`src/rtl/gd_pkg.sv`:
```
// Shared widths, saturation bounds, FSM encoding and tolerance helpers for the descent controller.
// Purely declarative: no latency and no flow control of its own.
package gd_pkg;

    localparam int Q88_W  = 16;
    localparam int Q248_W = 32;

    localparam logic [Q88_W-1:0] SAT_MAX16 = 16'h7FFF;
    localparam logic [Q88_W-1:0] SAT_MIN16 = 16'h8000;

    localparam logic [3:0] ST_IDLE = 4'd0;
    localparam logic [3:0] ST_LOAD = 4'd1;
    localparam logic [3:0] ST_REQ  = 4'd2;
    localparam logic [3:0] ST_WAIT = 4'd3;
    localparam logic [3:0] ST_CAPT = 4'd4;
    localparam logic [3:0] ST_REL  = 4'd5;
    localparam logic [3:0] ST_UPD  = 4'd6;
    localparam logic [3:0] ST_CHK  = 4'd7;
    localparam logic [3:0] ST_DONE = 4'd8;

    typedef enum logic [3:0] {
        S_IDLE = ST_IDLE,
        S_LOAD = ST_LOAD,
        S_REQ  = ST_REQ,
        S_WAIT = ST_WAIT,
        S_CAPT = ST_CAPT,
        S_REL  = ST_REL,
        S_UPD  = ST_UPD,
        S_CHK  = ST_CHK,
        S_DONE = ST_DONE
    } gd_state_t;

    function automatic logic [Q248_W-1:0] abs32(input logic [Q248_W-1:0] v);
        return v[Q248_W-1] ? (~v + 32'd1) : v;
    endfunction

    // The most negative diff has no positive magnitude, so it never counts as converged.
    function automatic logic within_tol(input logic [Q248_W-1:0] v, input logic [Q248_W-1:0] tol);
        return (v != 32'h8000_0000) && (abs32(v) <= tol);
    endfunction

endpackage

```
`src/rtl/grad_descent_ctrl_if.sv`:
```
// Start/done handshake bundle between the descent controller (master) and the gradient stage (slave).
// Gradient stage holds done and its results until the controller drops start.
interface grad_descent_ctrl_if;
    import gd_pkg::*;

    logic              grad_start;
    logic [Q88_W-1:0]  a_cur;
    logic [Q88_W-1:0]  b_cur;
    logic [Q88_W-1:0]  c_cur;
    logic [Q88_W-1:0]  d_cur;
    logic              grad_done;
    logic [Q248_W-1:0] grad_value;
    logic [Q248_W-1:0] a_diff;
    logic [Q248_W-1:0] b_diff;
    logic [Q248_W-1:0] c_diff;
    logic [Q248_W-1:0] d_diff;
    logic              grad_ovf;

    modport master (
        output grad_start, a_cur, b_cur, c_cur, d_cur,
        input  grad_done, grad_value, a_diff, b_diff, c_diff, d_diff, grad_ovf
    );

    modport slave (
        input  grad_start, a_cur, b_cur, c_cur, d_cur,
        output grad_done, grad_value, a_diff, b_diff, c_diff, d_diff, grad_ovf
    );

endinterface

```
`src/rtl/gd_sat_sub16.sv`:
```
// Combinational Q8.8 minus Q24.8 with clamp to the signed 16-bit range; sat flags any clamp.
// Zero latency, no flow control.
module gd_sat_sub16
    import gd_pkg::*;
(
    input  logic [Q88_W-1:0]  cur,
    input  logic [Q248_W-1:0] diff,
    output logic [Q88_W-1:0]  res,
    output logic              sat
);

    logic signed [Q248_W:0] wide;

    assign wide = $signed({{(Q248_W + 1 - Q88_W){cur[Q88_W-1]}}, cur}) - $signed({diff[Q248_W-1], diff});

    always_comb begin
        res = wide[Q88_W-1:0];
        sat = 1'b0;
        if (wide > 33'sd32767) begin
            res = SAT_MAX16;
            sat = 1'b1;
        end else if (wide < -33'sd32768) begin
            res = SAT_MIN16;
            sat = 1'b1;
        end
    end

endmodule

```
`src/rtl/grad_descent_ctrl.sv`:
```
// Gradient-descent iteration controller: per iteration = gradient-stage latency + 4 cycles; waits on grad_done rise/fall.
// Optional GD_BEST_TRACK_EN keeps the lowest-value point and presents it in DONE.
module grad_descent_ctrl
    import gd_pkg::*;
#(
    parameter logic [15:0] MAX_ITER  = 16'd256,
    parameter logic [31:0] TOLERANCE = 32'h0000_0001,
    parameter int          ITER_W    = 16
) (
    input  logic                clk,
    input  logic                rst_n,
    input  logic                start,
    input  logic [Q88_W-1:0]    a_init,
    input  logic [Q88_W-1:0]    b_init,
    input  logic [Q88_W-1:0]    c_init,
    input  logic [Q88_W-1:0]    d_init,
    grad_descent_ctrl_if.master gbus,
    output logic [Q248_W-1:0]   value_out,
    output logic [ITER_W-1:0]   iter_count,
    output logic                done,
    output logic                converged,
    output logic                overflow
);

    localparam logic [15:0] MAX_EFF = (MAX_ITER == 16'd0) ? 16'd1 : MAX_ITER;

    gd_state_t         state, nxt;
    logic [Q88_W-1:0]  pt     [4];
    logic [Q248_W-1:0] dcap   [4];
    logic [Q88_W-1:0]  sub_res[4];
    logic [3:0]        sub_sat;
    logic [Q248_W-1:0] vcap;
    logic              all_tol;
    logic              iter_hit;

    for (genvar i = 0; i < 4; i++) begin : g_sub
        gd_sat_sub16 u_sub (
            .cur  (pt[i]),
            .diff (dcap[i]),
            .res  (sub_res[i]),
            .sat  (sub_sat[i])
        );
    end

    assign all_tol = within_tol(dcap[0], TOLERANCE) && within_tol(dcap[1], TOLERANCE)
                  && within_tol(dcap[2], TOLERANCE) && within_tol(dcap[3], TOLERANCE);

    // A saturated counter that can never reach MAX_EFF still terminates the run.
    assign iter_hit = (32'(iter_count) >= 32'(MAX_EFF)) || (&iter_count);

    always_ff @(posedge clk) begin
        if (!rst_n) begin
            state      <= S_IDLE;
            pt         <= '{default: '0};
            dcap       <= '{default: '0};
            vcap       <= '0;
            iter_count <= '0;
            converged  <= 1'b0;
            overflow   <= 1'b0;
        end else begin
            state <= nxt;
            case (state)
                S_LOAD: begin
                    pt         <= '{a_init, b_init, c_init, d_init};
                    iter_count <= '0;
                    converged  <= 1'b0;
                    overflow   <= 1'b0;
                end
                S_CAPT: begin
                    vcap <= gbus.grad_value;
                    dcap <= '{gbus.a_diff, gbus.b_diff, gbus.c_diff, gbus.d_diff};
                    if (gbus.grad_ovf) begin
                        overflow <= 1'b1;
                    end
                end
                S_UPD: begin
                    if (!(&iter_count)) begin
                        iter_count <= iter_count + ITER_W'(1);
                    end
                    if (all_tol) begin
                        converged <= 1'b1;
                    end else begin
                        pt <= sub_res;
                        if (|sub_sat) begin
                            overflow <= 1'b1;
                        end
                    end
                end
                default: ;
            endcase
        end
    end

    always_comb begin
        nxt  = state;
        done = 1'b0;
        case (state)
            S_IDLE: if (start) nxt = S_LOAD;
            S_LOAD: nxt = S_REQ;
            S_REQ:  nxt = S_WAIT;
            S_WAIT: if (gbus.grad_done) nxt = S_CAPT;
            S_CAPT: nxt = gbus.grad_ovf ? S_DONE : S_REL;
            S_REL:  if (!gbus.grad_done) nxt = S_UPD;
            S_UPD:  nxt = S_CHK;
            S_CHK:  nxt = (converged || overflow || iter_hit) ? S_DONE : S_REQ;
            S_DONE: begin
                done = 1'b1;
                if (!start) nxt = S_IDLE;
            end
            default: nxt = S_IDLE;
        endcase
    end

    assign gbus.grad_start = (state == S_REQ) || (state == S_WAIT);

`ifdef GD_BEST_TRACK_EN
    logic              have_best;
    logic [Q88_W-1:0]  best_pt [4];
    logic [Q248_W-1:0] best_v;
    logic              show_best;

    // Strictly-smaller comparison so ties keep the earlier point.
    always_ff @(posedge clk) begin
        if (!rst_n) begin
            have_best <= 1'b0;
            best_pt   <= '{default: '0};
            best_v    <= '0;
        end else if (state == S_LOAD) begin
            have_best <= 1'b0;
        end else if (state == S_CAPT && !gbus.grad_ovf &&
                     (!have_best || ($signed(gbus.grad_value) < $signed(best_v)))) begin
            have_best <= 1'b1;
            best_pt   <= pt;
            best_v    <= gbus.grad_value;
        end
    end

    assign show_best  = (state == S_DONE) && have_best;
    assign gbus.a_cur = show_best ? best_pt[0] : pt[0];
    assign gbus.b_cur = show_best ? best_pt[1] : pt[1];
    assign gbus.c_cur = show_best ? best_pt[2] : pt[2];
    assign gbus.d_cur = show_best ? best_pt[3] : pt[3];
    assign value_out  = show_best ? best_v : vcap;
`else
    assign gbus.a_cur = pt[0];
    assign gbus.b_cur = pt[1];
    assign gbus.c_cur = pt[2];
    assign gbus.d_cur = pt[3];
    assign value_out  = vcap;
`endif

endmodule
```
`src/flat_wrapper.sv`:
```
// flat-port wrapper written by rule: the top's interface ports become plain ports
module grad_descent_ctrl_flat import gd_pkg::*;
#(
    parameter logic [15:0] MAX_ITER  = 16'd256,
    parameter logic [31:0] TOLERANCE = 32'h0000_0001,
    parameter int          ITER_W    = 16
)
  (clk, rst_n, start, a_init, b_init, c_init, d_init, value_out, iter_count, done, converged, overflow, gbus_grad_start, gbus_a_cur, gbus_b_cur, gbus_c_cur, gbus_d_cur, gbus_grad_done, gbus_grad_value, gbus_a_diff, gbus_b_diff, gbus_c_diff, gbus_d_diff, gbus_grad_ovf);
  grad_descent_ctrl_if gbus_i ();
  input  logic clk;
  input  logic rst_n;
  input  logic start;
  input  logic [Q88_W-1:0] a_init;
  input  logic [Q88_W-1:0] b_init;
  input  logic [Q88_W-1:0] c_init;
  input  logic [Q88_W-1:0] d_init;
  output logic [Q248_W-1:0] value_out;
  output logic [ITER_W-1:0] iter_count;
  output logic done;
  output logic converged;
  output logic overflow;
  output wire logic [$bits(gbus_i.grad_start)-1:0] gbus_grad_start;
  output wire logic [$bits(gbus_i.a_cur)-1:0] gbus_a_cur;
  output wire logic [$bits(gbus_i.b_cur)-1:0] gbus_b_cur;
  output wire logic [$bits(gbus_i.c_cur)-1:0] gbus_c_cur;
  output wire logic [$bits(gbus_i.d_cur)-1:0] gbus_d_cur;
  input wire logic [$bits(gbus_i.grad_done)-1:0] gbus_grad_done;
  input wire logic [$bits(gbus_i.grad_value)-1:0] gbus_grad_value;
  input wire logic [$bits(gbus_i.a_diff)-1:0] gbus_a_diff;
  input wire logic [$bits(gbus_i.b_diff)-1:0] gbus_b_diff;
  input wire logic [$bits(gbus_i.c_diff)-1:0] gbus_c_diff;
  input wire logic [$bits(gbus_i.d_diff)-1:0] gbus_d_diff;
  input wire logic [$bits(gbus_i.grad_ovf)-1:0] gbus_grad_ovf;
  assign gbus_grad_start = gbus_i.grad_start;
  assign gbus_a_cur = gbus_i.a_cur;
  assign gbus_b_cur = gbus_i.b_cur;
  assign gbus_c_cur = gbus_i.c_cur;
  assign gbus_d_cur = gbus_i.d_cur;
  assign gbus_i.grad_done = gbus_grad_done;
  assign gbus_i.grad_value = gbus_grad_value;
  assign gbus_i.a_diff = gbus_a_diff;
  assign gbus_i.b_diff = gbus_b_diff;
  assign gbus_i.c_diff = gbus_c_diff;
  assign gbus_i.d_diff = gbus_d_diff;
  assign gbus_i.grad_ovf = gbus_grad_ovf;
  grad_descent_ctrl #(.MAX_ITER(MAX_ITER), .TOLERANCE(TOLERANCE), .ITER_W(ITER_W)) u_core (.clk(clk), .rst_n(rst_n), .start(start), .a_init(a_init), .b_init(b_init), .c_init(c_init), .d_init(d_init), .gbus(gbus_i), .value_out(value_out), .iter_count(iter_count), .done(done), .converged(converged), .overflow(overflow));
endmodule
```
`config.mk`:
```
export PLATFORM = sky130hd
export DESIGN_NAME = grad_descent_ctrl_flat
export DESIGN_NICKNAME = d
export VERILOG_FILES = /design/src/rtl/gd_pkg.sv /design/src/rtl/grad_descent_ctrl_if.sv /design/src/rtl/gd_sat_sub16.sv /design/src/rtl/grad_descent_ctrl.sv /design/src/flat_wrapper.sv
export SDC_FILE = /design/constraint.sdc
export NUM_CORES = 1
export LEC_CHECK = 0
export CAP_MARGIN = 20
export CELL_PAD_IN_SITES_DETAIL_PLACEMENT = 1
export CELL_PAD_IN_SITES_GLOBAL_PLACEMENT = 1
export CORE_AREA = 4 4 232 234
export CTS_CLUSTER_DIAMETER = 150
export DETAILED_ROUTE_END_ITERATION = 16
export DIE_AREA = 0 0 236 238
export MAX_ROUTING_LAYER = met4
export PLACE_DENSITY_LB_ADDON = 0.1
export SLEW_MARGIN = 20
export SYNTH_ARGS = -nofsm -noshare
export SYNTH_HDL_FRONTEND = slang
export SYNTH_SLANG_ARGS = --single-unit
```
`constraint.sdc`:
```
create_clock -name clk -period 6.65 [get_ports clk]
set_clock_uncertainty 0.15 [all_clocks]
set_input_delay 1.995 -clock clk [delete_from_list [all_inputs] [get_ports clk]]
set_output_delay 1.995 -clock clk [all_outputs]
set_load 0.03 [all_outputs]
```
Yosys cells after proc, flatten, opt, wreduce, memory -nomap -nowiden
Cells that the tools add are included.
{ "classes": {"add_sub_neg": 9, "n_lt_le_gt_ge": 13, "n_eq_ne": 21, "n_mux": 38, "bitwise": 4, "reduce_logical": 21} }
{ "op_table": {"columns": ["op", "count"], "rows": [
  ["$mux 16", 9],
  ["$gt 33x16->1 const B", 4],
  ["$lt 33x16->1 const B", 4],
  ["$sub 16x32->33", 4],
  ["$add 32x1->32 const B", 4],
  ["$le 32x1->1 const B", 4],
  ["$mux 32", 4],
  ["$ne 32x32->1 const B", 4],
  ["$not 32->32", 4],
  ["$pmux 64 s2", 1],
  ["$mux 64", 1],
  ["$pmux 4 s9", 1],
  ["$pmux 16 s2", 1],
  ["$mux 4", 6],
  ["$add 16x1->16 const B", 1],
  ["$eq 4x3->1 const B", 4],
  ["$ge 16x9->1 const B", 1],
  ["$reduce_and 16->1", 1],
  ["$ne 2x2->1 const B", 7],
  ["$mux 1", 13],
  ["$eq 4x2->1 const B", 2],
  ["$reduce_and 4->1", 2],
  ["$logic_and 1x1->1", 7],
  ["$reduce_and 2->1", 3],
  ["other kinds (10)", 14]
]} }
{ "totals": {"regBits": 246, "inputBits": 229, "output_inout_bits": 116} }

Longest topological paths before layout
{ "logic_depth": {"ltp_word": 10, "mapped_depth": 17, "depth_no_buf": 14} }

By module
A second synthesis with hierarchy kept.
{ "unflattened": {"cells_unflattened": 3469, "area_unflattened_um2": 23636.4} }
{ "modules_own_cells": {"columns": ["mod", "instances", "cells_per_inst", "area_per_inst_um2"], "rows": [
  ["grad_descent_ctrl", 1, 2081, 14391.3],
  ["gd_sat_sub16 at u_core.g_sub[0].u_sub ...", 3, 335, 2179.6],
  ["gd_sat_sub16 at u_core.g_sub[3].u_sub", 1, 383, 2706.3]
]} }

Least setup slack after synthesis
No wires, ideal clock.
{ "synth_timing": {"path_type": "reg-to-reg", "from": "reg u_core.pt, in the netlist u_core.gbus.c_cur[15]", "to": "reg u_core.pt, in the netlist u_core.gbus.c_cur[2]", "setup_ps": 117, "arrival_time_ps": 4087, "setup_slack_ps": 2295, "path_stages_with_launch": 15, "path_buffers": 2, "period_less_slack_ps": 4355, "path_cell_list": "dfxtp_1 -> ha_1 -> clkbuf_1 -> a21oi_1 -> o21ai_0 -> a21o_1 -> a2111o_1 -> o21ai_1 -> a211oi_1 -> nor4_1 -> o311ai_0 -> o31ai_1 -> buf_2 -> o211ai_1 -> a32o_1"} }
{ "synth_via": {"elab_chain_cells": 6, "elab_cells_between_ends": 7, "cone_classes": "1 x add/sub; 2 x order compare; 4 x mux"} }
{ "synth_rtl": {"columns": ["element", "line", "rtl"], "rows": [
  ["start, declared", "grad_descent_ctrl.sv:28", "logic [Q88_W-1:0] pt [4];"],
  ["start signal, assigned", "grad_descent_ctrl.sv:64", "pt <= '{a_init, b_init, c_init, d_init};"],
  ["start signal, assigned", "grad_descent_ctrl.sv:83", "pt <= sub_res;"],
  ["$sub 16x32->33 *", "gd_sat_sub16.sv:14", "assign wide = $signed({{(Q248_W + 1 - Q88_W){cur[Q88_W-1]}}, cur}) - $signed({diff[Q248_W-1], diff});"],
  ["$lt 33x16->1", "gd_sat_sub16.sv:22", "end else if (wide < -33'sd32768) begin"],
  ["$mux 16", "gd_sat_sub16.sv:22", null],
  ["$mux 16 *", "gd_sat_sub16.sv:19", "if (wide > 33'sd32767) begin"],
  ["$mux 64 *", "grad_descent_ctrl.sv:80", "if (all_tol) begin"],
  ["$pmux 64 s2 *", "grad_descent_ctrl.sv:62", "case (state)"]
]} }
Mark *: on every way between the ends. The rest lies on a longest branch, timed or not. The select of a mux whose other input is x is not followed.
A chain may end at the register's enable or synchronous reset.

Final worst setup path
{ "layout_timing": {"from": "reg u_core.dcap[34] in the netlist's numbering", "to": "reg u_core.pt, in the netlist u_core.gbus.d_cur[15]"} }
{ "layout_via": {"elab_chain_cells": 9, "elab_cells_between_ends": 10, "cone_classes": "1 x add/sub; 1 x order compare; 2 x eq/ne; 1 x mux; 1 x bitwise; 4 x reduce/logical"} }
{ "layout_rtl": {"columns": ["element", "line", "rtl"], "rows": [
  ["start, declared", "grad_descent_ctrl.sv:29", "logic [Q248_W-1:0] dcap [4];"],
  ["start signal, assigned", "grad_descent_ctrl.sv:71", "dcap <= '{gbus.a_diff, gbus.b_diff, gbus.c_diff, gbus.d_diff};"],
  ["$not 32->32", "gd_pkg.sv:34", "return v[Q248_W-1] ? (~v + 32'd1) : v;"],
  ["$add 32x1->32", "gd_pkg.sv:34", null],
  ["$mux 32", "gd_pkg.sv:34", null],
  ["$le 32x1->1", "gd_pkg.sv:39", "return (v != 32'h8000_0000) && (abs32(v) <= tol);"],
  ["$logic_and 1x1->1 *", "gd_pkg.sv:39", null],
  ["$logic_and 1x1->1 * (2 in a row)", "grad_descent_ctrl.sv:46", "&& within_tol(dcap[2], TOLERANCE) && within_tol(dcap[3], TOLERANCE);"],
  ["$ne 2x2->1 (no source line) *", null, null],
  ["$reduce_and 2->1 (no source line) *", null, null]
]} }
Mark *: on every way between the ends. The rest lies on a longest branch, timed or not.

==> impl_metrics.py <==
metrics = {
    "sta": {
        "period_share": 0.827,
        "setup-violations-final": 0,
        "finalSetupTns_ns": 0,
        "post-route-min-period_ns": 5.50,
        "max_freq_ghz": 0.182,
        "maxSlewViolCount": 0,
        "rsz0062_at_grt": "false",
        "slew_headroom": 0.258,
        "worst_pin_slew_ns": 1.11,
        "whs_ns": 0.304,
        "hold_viol": 0,
    },
    "logic_synthesis": {
        "yosys.area.top_type_share": 0.224,
        "synth-xor-area-share": 0.0554,
        "synth_mux_area_frac": 0.0108,
        "syn_area_um2": 22000,
        "synth-simple-area-share": 0.265,
        "syn-instance-count": 3097,
        "netlist_top_cells_count": "nand2_1, a21oi_1, dfxtp_1",
        "synth_ff_type": "dfxtp_1",
        "syn_area_per_cell_um2": 7.10,
        "synth-edff-count": 0,
        "yosysUniqueCellTypes": 95,
        "synth_area_leaders": "dfxtp_1, nand2_1, a21oi_1, ha_1, xnor2_1",
        "async_flop_share": 0,
        "synth_top_family_by_area": "compound AO/OA/AOI/OAI gates",
        "yosys_warnings": 0,
        "syn_nets": 3464,
        "synth_top_cell_by_area": "dfxtp_1",
        "synth_most_common_cell": "nand2_1",
        "ys_ff_latch": 246,
        "ys_seq_area_frac": 0.224,
        "yosys.area_share.adder": 0.0799,
        "synth_compound_area_frac": 0.300,
    },
    "run_status": {
        "status": "finished clean",
    },
    "clock_network": {
        "hold_buffers": 0,
        "clk_pin_slew_ns": 0.07,
        "cts_root_buf": "clkbuf_16",
        "htree_levels": 1,
        "cts_buffers": 30,
        "cts_buffer_depth": 3,
        "worst_skew_pair.late_latency_ns": 0.60,
        "cts_tree": "built",
        "post_cts_buffers": 0,
        "cts.sinks": 246,
        "cts_resized": 0,
    },
    "route": {
        "wl_per_cell_um": 25.4,
        "first_pass_iters": 5,
        "routed_via_density": 6.41,
        "finalWirelength_um": 102000,
        "drt-initial-drc-count": 1985,
        "vias": 25700,
        "ant_nets": 0,
        "drc": 0,
    },
    "power": {
        "sequentialPowerShare": 0.166,
        "clockPowerShare": 0.163,
        "p_int_mw": 5.68,
        "switching_power_mw": 5.83,
        "power_leakage_nw": 9.96,
        "switching_share": 0.507,
        "combPwrFrac": 0.671,
        "irDropWorstVdd_mv": 0.238,
        "powerDensity_nw_per_um2": 428,
    },
    "grt": {
        "gr-usage-all-layers": 0.352,
        "grt_pass1_vias": 26000,
        "grt_max_degree": 143,
        "gr-total-overflow": 0,
        "grt_first_pass_wirelength_um": 155000,
        "antenna_found_initial": 3,
    },
    "worst_setup_path": {
        "endpoint_kind": "flip-flop",
        "path_class": "flip-flop to flip-flop",
        "crit_required_ns": 7.05,
        "arrival_ns": 5.90,
        "cp-start-kind": "flip-flop",
        "worstPathMaxFanout": 40,
    },
    "die": {
        "die_area_um2": 56200,
        "die_y_um": 238,
        "die_w_um": 236,
        "initial_utilization": 0.423,
        "coreArea_um2": 52000,
        "pin_count": 345,
        "rows": 84,
    },
    "cells_and_area": {
        "drive_gt1_frac": 0.0416,
        "layout.nets": 3662,
        "final_area_um2": 26900,
        "area_growth_syn_to_layout_pct": 22.1,
        "fillers": 6557,
    },
    "run": {
        "maxCapViolCount": 0,
    },
    "place": {
        "numPortBuffers": 344,
        "gp_congestion": 1.06,
        "dp_hpwl_um": 79100,
        "place_area_um2": 25700,
    },
    "min_path": {
        "min_path_type": "flip-flop to flip-flop",
    },
}
[worst paths after layout]
path	end	startpoint	cells after the start	slack, ns
max	u_core.gbus.d_cur[15]$_SDFFE_PN0P_	u_core.dcap[34]$_SDFFE_PN0P_	12	1.15
min	u_core.value_out[2]$_SDFFE_PN0P_	u_core.value_out[2]$_SDFFE_PN0P_	2	0.30
max reg2reg	u_core.gbus.d_cur[15]$_SDFFE_PN0P_	u_core.dcap[34]$_SDFFE_PN0P_	12	1.15
min reg2reg	u_core.value_out[2]$_SDFFE_PN0P_	u_core.value_out[2]$_SDFFE_PN0P_	2	0.30
[sequential cells by signal, summed over array words and instances, names as in the netlist]
| name | cells |
|---|---|
| u_core.gbus.b_cur | 16 |
| u_core.dcap | 128 |
| u_core.converged | 1 |
| u_core.gbus.c_cur | 16 |
| u_core.gbus.a_cur | 16 |
| u_core.state | 4 |
| u_core.value_out | 32 |
| u_core.gbus.d_cur | 16 |
| u_core.iter_count | 16 |
| u_core.overflow | 1 |
[cell type report]
type	count	area (um^2)	area share
antenna	5	12.5	0.000466
clock inverter	13	234	0.00871
multi-input combinational	2480	15700	0.584
clock buffer	43	871	0.0324
timing repair buffer	366	3630	0.135
tap	688	861	0.0320
inverter	171	644	0.0240
sequential	246	4920	0.183
[layout by cell type (no fill, tap or decap), types with 74 or more instances in the layout]
cell	netlist	final
xnor2_1	89	89
nand3_1	75	74
dfxtp_1	246	246
nand2_1	515	514
inv_1	168	167
o21ai_0	133	133
clkdlybuf4s50_1	0	343
ha_1	134	134
a21oi_1	352	351
nor2_1	156	156
[power by group through the flow]
| stage | combinational (mW) | clock (mW) | sequential [mW] |
|---|---|---|---|
| after floorplan | 5.19 | 0 | 1.98 |
| after global placement | 7.30 | 0 | 1.92 |
| after detailed placement | 7.49 | 0 | 1.93 |
| after CTS | 7.54 | 1.90 | 1.90 |
| after global routing | 8.31 | 1.96 | 1.93 |
| final | 7.72 | 1.88 | 1.91 |
[per-stage QoR]
step	setup slack [ns]	power, mW	cells	utilization
3_3_place_gp	1.36	9.22	3950	0.494
2_1_floorplan	2.30	7.17	3097	-
4_1_cts	1.27	11.3	4007	0.516
3_5_place_dp	1.28	9.42	3951	0.495
6_report	1.15	11.5	4012	0.516
5_1_grt	0.950	12.2	4010	0.516
[metal layers]
layer / global-route usage / share of wire
met5: - / 0
met4: 0.103 / 0.033
met3: 0.0452 / 0.058
met2: 0.587 / 0.48
met1: 0.449 / 0.43
[critical path, cell delays in order, from the launching register on]
cell and delay (ns):
dfxtp_1 0.40, nor4_2 0.61, nand4_1 0.45, nor4_1 0.53, a21oi_1 0.12, o32ai_1 0.54, nand4_1 0.24, nor4_2 0.41
nand4_2 0.22, o21a_2 0.38, buf_4 0.34, nor3_4 0.78, a22o_1 0.25
[cells by family after synthesis]
group                    after synthesis
AND/OR/NAND/NOR                     1178
AO/OA/AOI/OAI                       1002
buffers and inverters                371
flip-flops                           246
XOR/XNOR                             139
adder cells (fa/ha/maj)              138
multiplexers                          23
Note: power is estimated with default switching activity, not from simulation.
